===== config.mk =====
export PLATFORM = sky130hd
export DESIGN_NAME = load_store_unit
export DESIGN_NICKNAME = d
export VERILOG_FILES = /design/src/rtl/lsu_pkg.sv /design/src/rtl/lsu_align.sv /design/src/rtl/load_store_unit.sv
export SDC_FILE = /design/constraint.sdc
export NUM_CORES = 1
export LEC_CHECK = 0
export BUFFER_PORTS_ARGS = -buffer_cell sky130_fd_sc_hd__buf_4
export CORE_ASPECT_RATIO = 0.9
export CORE_UTILIZATION = 53
export DETAILED_ROUTE_END_ITERATION = 12
export PLACE_DENSITY = 0.81
export RECOVER_POWER = 25
export SLEW_MARGIN = 20
export SYNTH_ARGS = -nofsm -noshare
export SYNTH_HDL_FRONTEND = slang
export SYNTH_SLANG_ARGS = --single-unit

===== constraint.sdc =====
create_clock -name clk -period 3.3 [get_ports clk]
set_clock_uncertainty 0.05 [all_clocks]
set_input_delay 0.66 -clock clk [delete_from_list [all_inputs] [get_ports clk]]
set_output_delay 0.66 -clock clk [all_outputs]
set_load 0.01 [all_outputs]

===== src/rtl/lsu_pkg.sv =====
// Shared encodings for the load/store unit: access sizes, FSM states and the
// NOP pattern the memory is filled with.
package lsu_pkg;

   localparam logic [1:0]  SZ_BYTE  = 2'b00;
   localparam logic [1:0]  SZ_HALF  = 2'b01;
   localparam logic [1:0]  SZ_WORD  = 2'b10;
   localparam logic [31:0] NOP_WORD = 32'h0000_0013;

   typedef enum logic [1:0] {
      ST_IDLE = 2'd0,
      ST_RD   = 2'd1,
      ST_WR   = 2'd2,
      ST_RESP = 2'd3
   } lsu_state_e;

endpackage


===== src/rtl/lsu_align.sv =====
// Combinational lane logic: load-lane extraction with sign/zero extension,
// store-lane merge into a read word, and alignment/size legality check.
module lsu_align
   import lsu_pkg::*;
(
   input  logic [1:0]  size_i,
   input  logic [1:0]  lane_i,
   input  logic        unsigned_i,
   input  logic [31:0] rword_i,
   input  logic [31:0] wdata_i,
   input  logic [1:0]  chk_size_i,
   input  logic [1:0]  chk_lane_i,
   output logic [31:0] load_data_o,
   output logic [31:0] merged_o,
   output logic        misaligned_o
);

   logic [7:0]  byte_v;
   logic [15:0] half_v;

   always_comb begin
      byte_v      = rword_i[{lane_i, 3'b000} +: 8];
      half_v      = lane_i[1] ? rword_i[31:16] : rword_i[15:0];
      load_data_o = rword_i;
      merged_o    = rword_i;
      case (size_i)
         SZ_BYTE: begin
            load_data_o = unsigned_i ? {24'h0, byte_v} : {{24{byte_v[7]}}, byte_v};
            merged_o[{lane_i, 3'b000} +: 8] = wdata_i[7:0];
         end
         SZ_HALF: begin
            load_data_o = unsigned_i ? {16'h0, half_v} : {{16{half_v[15]}}, half_v};
            if (lane_i[1]) merged_o[31:16] = wdata_i[15:0];
            else           merged_o[15:0]  = wdata_i[15:0];
         end
         default: begin
            load_data_o = rword_i;
            merged_o    = wdata_i;
         end
      endcase
   end

   // Checked against the live request so a bad access never reaches memory.
   always_comb begin
      case (chk_size_i)
         SZ_BYTE: misaligned_o = 1'b0;
         SZ_HALF: misaligned_o = chk_lane_i[0];
         SZ_WORD: misaligned_o = |chk_lane_i;
         default: misaligned_o = 1'b1;
      endcase
   end

endmodule


===== src/rtl/load_store_unit.sv =====
// Memory-port bus initiator: byte/half/word loads and stores, read-modify-write
// for sub-word stores, and a per-access ack timeout.
module load_store_unit
   import lsu_pkg::*;
#(
   parameter int TIMEOUT_CYCLES = 16
) (
   input  logic        clk,
   input  logic        rst_n,
   input  logic        req_valid_i,
   output logic        req_ready_o,
   input  logic        req_we_i,
   input  logic [1:0]  req_size_i,
   input  logic        req_unsigned_i,
   input  logic [31:0] req_addr_i,
   input  logic [31:0] req_wdata_i,
   output logic        rsp_valid_o,
   output logic [31:0] rsp_rdata_o,
   output logic        rsp_err_o,
   output logic        mem_rd_en_o,
   output logic        mem_wr_en_o,
   output logic [31:0] mem_addr_o,
   output logic [31:0] mem_data_o,
   input  logic [31:0] mem_data_i,
   input  logic        mem_ack_i
);

   localparam int TW = (TIMEOUT_CYCLES > 0) ? $clog2(TIMEOUT_CYCLES + 1) : 1;

   lsu_state_e  state_q,    state_d;
   logic        we_q,       we_d;
   logic [1:0]  size_q,     size_d;
   logic        uns_q,      uns_d;
   logic [31:0] addr_q,     addr_d;
   logic [31:0] wdata_q,    wdata_d;
   logic [31:0] mem_data_q, mem_data_d;
   logic [31:0] rdata_q,    rdata_d;
   logic        err_q,      err_d;
   logic [TW-1:0] timer_q,  timer_d;

   logic [31:0] load_data;
   logic [31:0] merged;
   logic        misaligned;
   logic        timeout_hit;

   lsu_align u_align (
      .size_i       (size_q),
      .lane_i       (addr_q[1:0]),
      .unsigned_i   (uns_q),
      .rword_i      (mem_data_i),
      .wdata_i      (wdata_q),
      .chk_size_i   (req_size_i),
      .chk_lane_i   (req_addr_i[1:0]),
      .load_data_o  (load_data),
      .merged_o     (merged),
      .misaligned_o (misaligned)
   );

   // Fires on the cycle whose missing ack would bring the count to the limit.
   assign timeout_hit = (TIMEOUT_CYCLES != 0) && !mem_ack_i &&
                        (timer_q == TW'(TIMEOUT_CYCLES - 1));

   always_comb begin
      state_d    = state_q;
      we_d       = we_q;
      size_d     = size_q;
      uns_d      = uns_q;
      addr_d     = addr_q;
      wdata_d    = wdata_q;
      mem_data_d = mem_data_q;
      rdata_d    = rdata_q;
      err_d      = err_q;
      timer_d    = timer_q;
      case (state_q)
         ST_IDLE: begin
            timer_d = '0;
            if (req_valid_i) begin
               we_d    = req_we_i;
               size_d  = req_size_i;
               uns_d   = req_unsigned_i;
               addr_d  = req_addr_i;
               wdata_d = req_wdata_i;
               if (misaligned) begin
                  state_d = ST_RESP;
                  err_d   = 1'b1;
                  rdata_d = '0;
               end else if (req_we_i && req_size_i == SZ_WORD) begin
                  state_d    = ST_WR;
                  mem_data_d = req_wdata_i;
               end else begin
                  state_d = ST_RD;
               end
            end
         end
         ST_RD: begin
            if (mem_ack_i) begin
               timer_d = '0;
               if (we_q) begin
                  state_d    = ST_WR;
                  mem_data_d = merged;
               end else begin
                  state_d = ST_RESP;
                  rdata_d = load_data;
                  err_d   = 1'b0;
               end
            end else if (timeout_hit) begin
               state_d = ST_RESP;
               timer_d = '0;
               rdata_d = '0;
               err_d   = 1'b1;
            end else begin
               timer_d = timer_q + 1'b1;
            end
         end
         ST_WR: begin
            if (mem_ack_i || timeout_hit) begin
               state_d = ST_RESP;
               timer_d = '0;
               rdata_d = '0;
               err_d   = !mem_ack_i;
            end else begin
               timer_d = timer_q + 1'b1;
            end
         end
         default: begin
            state_d = ST_IDLE;
            timer_d = '0;
         end
      endcase
   end

   always_ff @(posedge clk or negedge rst_n) begin
      if (!rst_n) begin
         state_q    <= ST_IDLE;
         we_q       <= 1'b0;
         size_q     <= SZ_BYTE;
         uns_q      <= 1'b0;
         addr_q     <= '0;
         wdata_q    <= '0;
         mem_data_q <= '0;
         rdata_q    <= '0;
         err_q      <= 1'b0;
         timer_q    <= '0;
      end else begin
         state_q    <= state_d;
         we_q       <= we_d;
         size_q     <= size_d;
         uns_q      <= uns_d;
         addr_q     <= addr_d;
         wdata_q    <= wdata_d;
         mem_data_q <= mem_data_d;
         rdata_q    <= rdata_d;
         err_q      <= err_d;
         timer_q    <= timer_d;
      end
   end

   assign req_ready_o = (state_q == ST_IDLE);
   assign rsp_valid_o = (state_q == ST_RESP);
   assign mem_rd_en_o = (state_q == ST_RD);
   assign mem_wr_en_o = (state_q == ST_WR);
   assign mem_addr_o  = {addr_q[31:2], 2'b00};
   assign mem_data_o  = mem_data_q;
   assign rsp_rdata_o = rdata_q;
   assign rsp_err_o   = err_q;

endmodule


==> results of run 1 <==
how the worst max path moves through the flow:
stage               startpoint               to  slack, ns  cells past startpoint
finish              timer_q[0]  rsp_rdata_o[30]       0.51                      7
global route             rst_n       timer_q[4]       0.24                      1
CTS                 timer_q[0]  rsp_rdata_o[30]       0.56                      7
detailed placement   addr_q[0]   mem_data_o[30]       0.62                      6
global placement    timer_q[0]  rsp_rdata_o[30]       0.75                      7
floorplan            addr_q[1]   mem_data_o[30]       0.64                      9
state kept, by name (all words and copies together), names as in the netlist:
| register | count |
|---|---|
| rsp_rdata_o | 32 |
| state_q | 2 |
| size_q | 2 |
| uns_q | 1 |
| addr_q | 32 |
| wdata_q | 32 |
| mem_data_o | 32 |
| rsp_err_o | 1 |
| we_q | 1 |
| timer_q | 5 |
Yosys cell counts, types with 5 or more instances:
| master | number |
|---|---|
| nand2b_1 | 27 |
| a222oi_1 | 10 |
| a21oi_1 | 59 |
| inv_1 | 18 |
| nor2_1 | 24 |
| o41ai_1 | 7 |
| a221o_1 | 8 |
| nor3_1 | 21 |
| nor3b_1 | 5 |
| a211oi_1 | 9 |
| buf_2 | 7 |
| nand2_1 | 62 |
| a31oi_1 | 5 |
| buf_4 | 33 |
| a22oi_1 | 9 |
| buf_1 | 14 |
| a21o_1 | 8 |
| ha_1 | 12 |
| dfrtp_1 | 140 |
| mux2_2 | 81 |
| a311oi_1 | 6 |
| a22o_1 | 44 |
| o221ai_1 | 7 |
| o21ai_0 | 16 |
| a221oi_1 | 6 |
| clkbuf_1 | 24 |
per-stage QoR:
step / instance area [um2] / worst slack, ns / instances / util (%)
2_1_floorplan: 7350 / 0.636 / 695 / -
3_3_place_gp: 8790 / 0.754 / 1000 / 65.3
3_5_place_dp: 8790 / 0.618 / 1000 / 65.3
4_1_cts: 9440 / 0.559 / 1030 / 70.1
5_1_grt: 9430 / 0.240 / 1030 / 70.1
6_report: 9430 / 0.509 / 1030 / 70.1
power by group:
part	switching [mW]	internal, mW
logic	2.62	2.34
registers	0.711	2.51
clock network	0.714	1.41
cell families (layout without fill, tap and decap cells):
logic type                 after synthesis  after routing  synth area share, %
and+or+nand+nor                        153            153                 10.2
adders and majority gates               12             12                 2.04
muxes                                   82             82                 12.5
buffers and inverters                   97            264                 6.86
other                                    1              2               0.0510
xor gates and xnor gates                 2              2                0.238
DFF                                    140            140                 47.7
AOI/OAI and AO/OA                      207            207                 20.4
area by class of cell:
type	instances	area (um2)	share of cell area (%)
sequential	140	3500	37.1
multi-input combinational	458	3350	35.6
timing repair buffer	216	1650	17.5
clock buffer	23	488	5.17
tap	168	210	2.23
clock inverter	7	160	1.70
inverter	18	67.6	0.716
metal layers:
layer / vias to the layer above / wire length (um)
li1: 2843 / -
met1: 3192 / 9320
met2: 429 / 10800
met3: 48 / 1970
met4: 0 / 471
met5: - / 0
==> qor.txt, run 1 <==
post-layout min period: 2.79 ns
Worst Hold Class: input pin to flop
Post-DRT Antenna Nets: 0
Via density: 6.32
final hold violation count: 0
layout filler cell count: 999
die area: 14300 um2
fraction of layout cells with a size suffix above 1: 38.6%
CP Class: flop to flop
asr flop ratio synth: 100%
synthesized area: 7350 um2
top post-synthesis cells by area: dfrtp_1 (48%), mux2_2 (12%), a22o_1 (5.2%)
period utilisation layout: 84.6%
GRT met1 Usage: 43.8%
Routed WL per cell: 21.9 um
cts bufs inserted: 17
n_diodes: 0
critical path buffer and inverter count: 0
post-CTS sizing: 0
worst hold margin: 0.414 ns
initial core utilization: 54.6%
FMAX: 358 MHz
FF-to-FF setup slack: 0.51 ns
commonest non-fill, non-tap cell in the layout: buf_4
IO Pins: 205
Core Rows: 40
Global Route met2 Usage: 51.4%
status: complete, but fails checks
Synth Instances: 694
Critical Path Max Stage Delay: 0.63 ns
top_reg_cell synth: dfrtp_1
GRT Total Usage: 32.0%
Placer Congestion: 0.907
static leakage: 4.38 nW
CP dominant cell by count: ha_1
P&R area growth vs syn: 28.4%
endpoints failing setup: 0
H-tree depth: 4
post-synthesis register bit count: 140
clk sink count: 140
Worst Setup Start Kind: flop
final net count: 967
Peak VDD IR: 771 uV
Max Cap Violations: 1
PnR Total Power: 10.3 mW
RR Startpoint: timer_q[0]
Final Max Slew Viols: 54
min-delay src: req_addr_i[11]
Slew headroom: -61.6%
Clock transition at path regs: 0.06 ns
dpl hpwl: 16.1 mm
FF-to-FF End: rsp_rdata_o[30]
DR pass1 iterations: 5
Least-Margin Pin Slew: 2.42 ns
CTS tree: built
Yosys warnings: 0
clk root buf: clkbuf_16
DR iter-0 viols: 721
failing checks: max-capacitance violations, max-slew violations
Longest Clk Path Bufs: 2
setup_tns: 0 ns
Chip Width: 126 um
Post-Syn Area per Cell: 10.6 um2
Routed WL: 22.6 mm
RSZ-0062 raised after global routing: false
Required @ worst endpoint: 3.56 ns
EDFF count, synth: 0
highest-count cells in the layout ignoring fill and taps: buf_4 (213), dfrtp_1 (139), mux2_2 (81)
initial antenna violation count: 0
Top Family by Delay on Critical Path: compound AO/OA/AOI/OAI gates
met3 Use GR: 5.86%
pin count of the biggest net entering global routing: 64
hold depth: 2
post-synth top area share: 47.7%
R2R cell count: 7
CP Max Fanout: 16
first-pass GRT wire length: 35.0 mm
post-synthesis sequential area ratio: 47.7%
busiest layer in global routing: met2
Setup Fix Bufs, Post-CTS: 0
synth unique cells: 51
drt drc: 0
Vias: 6512
Pwr per Cell Area: 1090 nW/um2
crit-path cells: ha_1 > and3_1 > ha_1 > o32ai_1 > nand3b_1 > a21oi_2 > a22o_1
hold_buf cts: 0
Die Ht: 114 um
vias in the first global route: 6266
total gr overflow: 0
Hold Path End: addr_q[11]
WP data arrival: 3.05 ns
Clk Latency, worst-skew pair: 0.42 ns
Placeable Area: 13500 um2
CP Capture Type: flop
Buffers on Ports: 202
Critical Path Slowest Stage Cell: o32ai_1
cell taking the most area after synthesis: dfrtp_1
No activity file was read; power rests on OpenSTA's default activity.
==> inputs of run 2 (changes only) <==
--- a/config.mk
+++ b/config.mk
@@ -5,9 +5,10 @@
 export SDC_FILE = /design/constraint.sdc
 export NUM_CORES = 1
 export LEC_CHECK = 0
+export ABC_AREA = 1
 export BUFFER_PORTS_ARGS = -buffer_cell sky130_fd_sc_hd__buf_4
 export CORE_ASPECT_RATIO = 0.9
-export CORE_UTILIZATION = 53
+export CORE_UTILIZATION = 55
 export DETAILED_ROUTE_END_ITERATION = 12
 export PLACE_DENSITY = 0.81
 export RECOVER_POWER = 25
==> constraint.sdc (replaced) <==
create_clock -name clk -period 2.7 [get_ports clk]
set_clock_uncertainty 0.05 [all_clocks]
set_input_delay 0.54 -clock clk [delete_from_list [all_inputs] [get_ports clk]]
set_output_delay 0.54 -clock clk [all_outputs]
set_load 0.01 [all_outputs]
==> qor.txt, run 2 <==
hold_buf cts: 0
clk sink count: 140
n_diodes: 0
EDFF count, synth: 0
dpl hpwl: 17.7 mm
Worst Hold Class: input pin to flop
Final Util: 68.5%
Synth Instances: 1216
final hold violation count: 0
Vias: 8533
Routed WL per cell: 16.0 um
post-layout min period: 2.33 ns
endpoints failing setup: 0
setup_tns: 0 ns
Max Cap Violations: 0
IO Pins: 205
Top Family by Delay on Critical Path: simple AND/OR/NAND/NOR gates
die area: 16300 um2
GRT Total Usage: 31.8%
initial core utilization: 56.3%
Clk Latency, worst-skew pair: 0.42 ns
CP Max Fanout: 25
cts bufs inserted: 17
Least-Margin Pin Slew: 1.18 ns
fraction of layout cells with a size suffix above 1: 22.2%
Buffers on Ports: 202
Post-Syn Area per Cell: 7.12 um2
Setup Fix Bufs, Post-CTS: 0
highest-count cells in the layout ignoring fill and taps: nand2_1 (417), buf_4 (211), dfrtp_1 (140)
drt drc: 0
synthesized area: 8660 um2
synth unique cells: 31
Pwr per Cell Area: 1260 nW/um2
post-synth top area share: 40.5%
pre-CTS WS: 0.451 ns
Critical Path Max Stage Delay: 0.51 ns
CTS tree: built
top post-synthesis cells by area: dfrtp_1 (40%), nand2_1 (18%), nand3_1 (5.7%)
total gr overflow: 0
post-synthesis register bit count: 140
Synth top cells by count: nand2_1 (418), dfrtp_1 (140), nor2_1 (113)
final worst slack: 0.366 ns
Longest Clk Path Bufs: 2
Placer Congestion: 0.914
Final Max Slew Viols: 0
DR iter-0 viols: 825
cell taking the most area after synthesis: dfrtp_1
WP data arrival: 2.65 ns
clk root buf: clkbuf_16
commonest non-fill, non-tap cell in the layout: nand2_1
H-tree depth: 4
crit-path cells: inv_2 > ha_1 > nor2_1 > nand2_1 > nand2_1 > nand2_1 > nand3_1 > nand3_1 > nand2_1
Core Rows: 43
placed cells: 1534
pin count of the biggest net entering global routing: 59
PnR Total Power: 13.3 mW
Required @ worst endpoint: 3.01 ns
CP Class: flop to flop
asr flop ratio synth: 100%
Post-DRT Antenna Nets: 0
Critical Path Slowest Stage Cell: nor2_1
RSZ-0062 raised after global routing: false
count leader, synth: nand2_1
Slew headroom: 21.2%
status: finished clean
DR pass1 iterations: 7
initial antenna violation count: 0
period utilisation layout: 86.4%
Yosys warnings: 0
Via density: 5.45
Routed WL: 25.1 mm
top_reg_cell synth: dfrtp_1
CP Capture Type: flop
post-CTS sizing: 0
Chip Width: 134 um
Placeable Area: 15400 um2
P&R area growth vs syn: 21.7%
post-synthesis sequential area ratio: 40.5%
post-route non-filler standard cell count: 1566
vias in the first global route: 7908
Worst Setup Start Kind: flop
Peak VDD IR: 790 uV
first-pass GRT wire length: 40.1 mm
static leakage: 5.57 nW
Die Ht: 121 um
critical path buffer and inverter count: 1
CP dominant cell by count: nand2_1
Clock transition at path regs: 0.07 ns
FMAX: 429 MHz
final net count: 1467
[run 2: path summary, 6_finish.rpt]
kind	from	end	slack (ns)	cells after the start
setup / recovery	addr_q[1]	mem_data_o[1]	0.37	9
hold / removal	req_addr_i[6]	addr_q[6]	0.29	2
setup reg to reg	addr_q[1]	mem_data_o[1]	0.37	9
hold reg to reg	timer_q[0]	timer_q[0]	0.41	1
max in group asynchronous	rst_n	addr_q[19]	0.58	2
min in group asynchronous	rst_n	rsp_rdata_o[11]	0.30	1
[run 2: final cells by class]
cell class	count	area, um2
well taps	202	253
fillers	1321	4850
repair buffers	215	1620
clock inverters	14	185
inverters	101	382
flip-flops and latches	140	3500
clock buffers	18	429
multi-input cells	876	4170
[run 2: layer usage]
| layer | global-route usage (%) | share of wire (%) | vias up |
|---|---|---|---|
| met4 | 14.4 | 3.7 | 0 |
| met1 | 42.2 | 42 | 3892 |
| met5 | 0 | 0 | - |
| li1 | - | - | 4115 |
| met2 | 49.0 | 44 | 454 |
| met3 | 8.15 | 9.5 | 72 |
[run 2: per-stage QoR]
stage               hold slack, ns  instance area, um2
finish                       0.287               10500
global route                 0.277               10500
CTS                        0.00866               10600
detailed placement           0.409                9960
global placement             0.400                9960
floorplan                    0.194                8660
[run 2: where the power goes]
| group | switching, mW | leakage [nW] | internal (mW) |
|---|---|---|---|
| Combinational | 4.37 | 3.51 | 2.65 |
| Clock | 0.983 | 0.290 | 1.47 |
| Sequential | 0.757 | 1.77 | 3.07 |
[run 2: cells by family after synthesis]
family / Yosys count / synth area share (%)
simple gates: 646 / 30.7
buf+inv: 201 / 11.6
compound gates: 184 / 11.3
flops: 140 / 40.5
mux: 31 / 4.03
fa+ha+maj: 12 / 1.73
other cells: 1 / 0.0433
xor+xnor: 1 / 0.101
